==> src/rtl/pipe_hazard_ctrl.sv <==
// Pipeline hazard/sequencing controller: stage-register enables, bubbles and PC enable.
// Optional performance counters are built only when PERF_COUNTERS_EN is defined.
module pipe_hazard_ctrl #(
   parameter int REG_ADDR_W = 5,
   parameter int CNT_W      = 32
) (
   input  logic                  clk,
   input  logic                  areset,
   input  logic [REG_ADDR_W-1:0] id_rs,
   input  logic [REG_ADDR_W-1:0] id_rt,
   input  logic                  id_uses_rs,
   input  logic                  id_uses_rt,
   input  logic [REG_ADDR_W-1:0] ex_rd,
   input  logic                  ex_mem_read,
   input  logic                  mem_branch_taken,
   input  logic                  imem_busy,
   input  logic                  dmem_busy,
   output logic                  pc_we,
   output logic                  ifid_we,
   output logic                  idex_we,
   output logic                  exmem_we,
   output logic                  memwb_we,
   output logic                  ifid_flush,
   output logic                  idex_flush,
   output logic                  exmem_flush,
   output logic [1:0]            ctrl_state,
   output logic [CNT_W-1:0]      stall_cnt,
   output logic [CNT_W-1:0]      flush_cnt,
   output logic [CNT_W-1:0]      freeze_cnt
);

   typedef enum logic [1:0] {
      RUN        = 2'd0,
      LU_STALL   = 2'd1,
      BR_FLUSH   = 2'd2,
      MEM_FREEZE = 2'd3
   } state_t;

   state_t state_q, state_d;
   logic   load_use_raw, load_use;

   assign load_use_raw = ex_mem_read && (ex_rd != '0) &&
                         ((id_uses_rs && (id_rs == ex_rd)) || (id_uses_rt && (id_rt == ex_rd)));
   // The one-cycle stall/flush states already hold a bubble in the hazard slot.
   assign load_use     = load_use_raw && (state_q != LU_STALL) && (state_q != BR_FLUSH);

   always_ff @(posedge clk or posedge areset) begin
      if (areset) begin
         state_q <= RUN;
      end else begin
         state_q <= state_d;
      end
   end

   always_comb begin
      state_d     = RUN;
      pc_we       = 1'b0;
      ifid_we     = 1'b0;
      idex_we     = 1'b0;
      exmem_we    = 1'b0;
      memwb_we    = 1'b0;
      ifid_flush  = 1'b0;
      idex_flush  = 1'b0;
      exmem_flush = 1'b0;
      if (dmem_busy) begin
         state_d = MEM_FREEZE;
      end else if (mem_branch_taken && (state_q != BR_FLUSH)) begin
         pc_we       = 1'b1;
         ifid_we     = 1'b1;
         idex_we     = 1'b1;
         exmem_we    = 1'b1;
         memwb_we    = 1'b1;
         ifid_flush  = 1'b1;
         idex_flush  = 1'b1;
         exmem_flush = 1'b1;
         state_d     = BR_FLUSH;
      end else if (load_use) begin
         // IF/ID simply holds, which also covers a concurrent fetch wait.
         idex_we    = 1'b1;
         idex_flush = 1'b1;
         exmem_we   = 1'b1;
         memwb_we   = 1'b1;
         state_d    = LU_STALL;
      end else if (imem_busy) begin
         ifid_we    = 1'b1;
         ifid_flush = 1'b1;
         idex_we    = 1'b1;
         exmem_we   = 1'b1;
         memwb_we   = 1'b1;
      end else begin
         pc_we    = 1'b1;
         ifid_we  = 1'b1;
         idex_we  = 1'b1;
         exmem_we = 1'b1;
         memwb_we = 1'b1;
      end
      if (areset) begin
         pc_we       = 1'b0;
         ifid_we     = 1'b0;
         idex_we     = 1'b0;
         exmem_we    = 1'b0;
         memwb_we    = 1'b0;
         ifid_flush  = 1'b0;
         idex_flush  = 1'b0;
         exmem_flush = 1'b0;
      end
   end

   assign ctrl_state = state_q;

`ifdef PERF_COUNTERS_EN
   logic             fire_freeze, fire_flush, fire_stall;
   logic [CNT_W-1:0] stall_cnt_q, flush_cnt_q, freeze_cnt_q;
   logic [CNT_W-1:0] stall_cnt_d, flush_cnt_d, freeze_cnt_d;

   assign fire_freeze = dmem_busy;
   assign fire_flush  = !dmem_busy && mem_branch_taken && (state_q != BR_FLUSH);
   assign fire_stall  = !dmem_busy && !fire_flush && (load_use || imem_busy);

   always_comb begin
      stall_cnt_d  = stall_cnt_q;
      flush_cnt_d  = flush_cnt_q;
      freeze_cnt_d = freeze_cnt_q;
      if (fire_stall && (stall_cnt_q != '1)) begin
         stall_cnt_d = stall_cnt_q + 1'b1;
      end
      if (fire_flush && (flush_cnt_q != '1)) begin
         flush_cnt_d = flush_cnt_q + 1'b1;
      end
      if (fire_freeze && (freeze_cnt_q != '1)) begin
         freeze_cnt_d = freeze_cnt_q + 1'b1;
      end
   end

   always_ff @(posedge clk or posedge areset) begin
      if (areset) begin
         stall_cnt_q  <= '0;
         flush_cnt_q  <= '0;
         freeze_cnt_q <= '0;
      end else begin
         stall_cnt_q  <= stall_cnt_d;
         flush_cnt_q  <= flush_cnt_d;
         freeze_cnt_q <= freeze_cnt_d;
      end
   end

   assign stall_cnt  = stall_cnt_q;
   assign flush_cnt  = flush_cnt_q;
   assign freeze_cnt = freeze_cnt_q;
`else
   assign stall_cnt  = '0;
   assign flush_cnt  = '0;
   assign freeze_cnt = '0;
`endif

endmodule
==> config.mk <==
export PLATFORM = sky130hd
export DESIGN_NAME = pipe_hazard_ctrl
export DESIGN_NICKNAME = d
export VERILOG_FILES = /design/src/rtl/pipe_hazard_ctrl.sv
export SDC_FILE = /design/constraint.sdc
export NUM_CORES = 1
export LEC_CHECK = 0
export ABC_CLOCK_PERIOD_IN_PS = 1630
export CAP_MARGIN = 20
export CORE_ASPECT_RATIO = 1.2
export CORE_MARGIN = 5
export CORE_UTILIZATION = 26
export DETAILED_ROUTE_END_ITERATION = 10
export GPL_TIMING_DRIVEN = 0
export PLACE_DENSITY = 0.91
export SYNTH_ARGS = -nofsm -noshare
export SYNTH_HDL_FRONTEND = slang
export SYNTH_SLANG_ARGS = --single-unit
==> constraint.sdc <==
create_clock -name clk -period 1.63 [get_ports clk]
set_input_delay 0.326 -clock clk [delete_from_list [all_inputs] [get_ports clk]]
set_output_delay 0.326 -clock clk [all_outputs]
set_load 0.01 [all_outputs]
==> metrics.yaml <==
status: "finished, violations left"
violations: "negative setup slack"
r2r.worst_path.cells: 4
netlist_top_cells_area: "buf_4 (72%), xnor2_1 (9.4%), dfrtp_1 (4.9%)"
cts.clk_slew.worst_paths_ns: 0.03
clk_latency_ns: 0.21
crit_fanout: 4
drv_cap: 0
final_antenna_net_count: 0
power_switching_mw: 0.2416
largest_reg_flops: 2
finalSetupViolCount: 4
path_class: "primary input to primary output"
globalplace.congestion: 0.5998
synth_seq_cells: 2
drt_iter0_drc: 6
switching_share_pct: 35.07
finalHoldViolations: 0
place_hpwl_mm: 2.559
synth_area_mm2: 0.001020
p_clk_share_pct: 28.2
hold_class: "primary input to async pin"
die_area_mm2: 0.005280
numCtsBuffers: 3
start_kind: "primary input"
clock_path_buffers: 2
fin_worst_skew_ns: 0.002068
diodes: 0
arrival_ns: 1.56
grt_usage_pct: 9.316
io_buffers: 32
vdd_drop_max_mv: 0.5554
hold-worst-slack_ns: 0.1807
totalWireLength_mm: 2.761
cts_max_level: 1
core_area_mm2: 0.003879
r2r_slack_ns: 0.41
clock_tree.root_cell: "clkbuf_8"
yosysUniqueCellTypes: 20
grt_start_max_net_pins: 5
rsz0062_at_grt: "yes"
overflow: 0
yosys.area.top_type_share_pct: 72.15
placed_area_mm2: 0.001775
cts_tree: "yes"
seq_area_frac_synth_pct: 4.908
power_density_mw_per_mm2: 376.1
r2r-start: "ctrl_state[1]$_DFF_PP0_"
drt-pass1-iter-count: 2
final_cell_area_mm2: 0.001832
grt_pass1_wl_mm: 3.822
slew_viol_final: 0
r2r_end: "ctrl_state[0]$_DFF_PP0_"
postSynthCellCount: 135
post_drt_wl_per_cell_um: 8.575
viasPerCell: 2.957
pwr-share-comb_pct: 63.6
num-nets-final: 293
end_kind: "primary output"
required_ns: 1.30
synth_warnings: 0
slowest_delay_ns: 0.37
drive_gt1_share_pct: 44.78
first_global_vias: 916
fmax_mhz: 530.1
synth.largest_area_cell: "buf_4"
vias: 952
seqPwrFrac_pct: 8.1
die_y_um: 78.61
rows: 25
ios: 129
post-route-drc-count: 0
clock-sinks: 2
die_w_um: 67.17
start_util_pct: 26.29
path_cells: "buf_8 > or3_1 > o311a_1 > and2_4 > a21boi_2 > buf_2"
area_growth_pct: 79.63
avgSynthCellArea_um2: 7.554
p_int_mw: 0.4473
cpMaxStageDelayCell: "or3_1"
min_period_ns: 1.886
finalCritPeriodShare_pct: 115.7
setup_slack_ns: -0.2563
placed_cells: 316
p_leak_nw: 1.170
antenna_found_initial: 0
instances_no_fill: 322
## critical path, delay by kind of cell
family | cells | cell delay (ns)
and+or+nand+nor | 2 | 0.54
AOI/OAI and AO/OA | 2 | 0.45
buffers and inverters | 2 | 0.24
## cell families after synthesis
group                     synth area share (%)
AOI/OAI and AO/OA                        5.891
other                                   0.3677
and+or+nand+nor                          6.503
DFF                                      4.908
xor gates and xnor gates                 9.448
buffers and inverters                    72.88
## timing repair
action | in CTS | in global routing
hold buffers | 0 | 0
endpoints found under the setup margin | 9 | 5
resized for setup | 58 | 2
pin swaps | 15 | 10
buffers inserted | 3 | 0
## layer usage
metal	wire, um	share of wire [%]	GRT usage (%)	vias up
li1	-	-	-	494
met1	806	29	6.838	362
met2	1332	48	17.99	92
met3	599	22	6.009	4
met4	23	0.83	3.651	0
met5	0	0	0	-
## power by group through the flow
stage	clock network [mW]	registers (mW)	logic, mW
final	0.195	0.0560	0.438
after global placement	0	0.0561	0.428
after CTS	0.201	0.0560	0.425
after detailed placement	0	0.0564	0.429
after floorplan	0	0.0576	0.328
after global routing	0.208	0.0568	0.478
## placed cells by master, fill, tap and decap left out
master and instances:
buf_4 100, xnor2_1 11, clkbuf_8 3, dlymetal6s2s_1 2, nand2b_1 2, or3_1 1
nor3_2 1, and2_4 1, a31o_2 1, and2_1 1, a21o_1 1, a21boi_2 1
nand4_1 2, buf_8 1, conb_1 96, buf_6 2, inv_1 2, nand2_1 3
o311a_1 1, dlygate4sd2_1 15, dfrtp_1 2, nor2_4 1, o21ai_0 2, clkdlybuf4s50_1 7
a21oi_2 2, buf_2 6, o22ai_4 1
## through the flow
stage	total power, mW	setup slack, ns	setup TNS (ns)	util (%)
2_1_floorplan	0.3857	-0.003350	-0.006701	-
3_3_place_gp	0.4845	-1.137	-6.756	45.77
3_5_place_dp	0.4857	-1.186	-6.952	45.77
4_1_cts	0.6827	-0.3653	-1.262	47.10
5_1_grt	0.7429	-0.3029	-1.162	47.23
6_report	0.6890	-0.2563	-0.9412	47.23
## cells in the mapped netlist (all sizes together)
library cell,instances
o21ai,2
o22ai,1
or3,1
o311a,1
nand4,2
a21oi,2
a21boi,1
nand2b,2
inv,2
nor2,1
and2,2
a31o,1
xnor2,11
buf,98
conb,1
nand2,3
a21o,1
nor3,1
dfrtp,2
## cell type report
| type | instances | area [um2] |
|---|---|---|
| Clock buffer | 3 | 41.29 |
| Fill cell | 392 | 2047 |
| Sequential cell | 2 | 50.05 |
| Multi-Input combinational cell | 128 | 620.6 |
| Timing Repair Buffer | 35 | 309.0 |
| Inverter | 2 | 7.507 |
| Buffer | 98 | 735.7 |
| Tap cell | 54 | 67.56 |
## worst max-delay path by stage
stage | startpoint | end | slack (ns)
after global placement | ex_rd[3] | idex_flush | -1.14
after floorplan | ex_rd[0] | ifid_flush | -0.003
final | ex_rd[2] | ifid_we | -0.26
after CTS | ex_rd[2] | ifid_we | -0.37
after global routing | ex_rd[2] | ifid_we | -0.30
after detailed placement | ex_rd[1] | idex_flush | -1.19
Power figures use the tool's default switching activity.
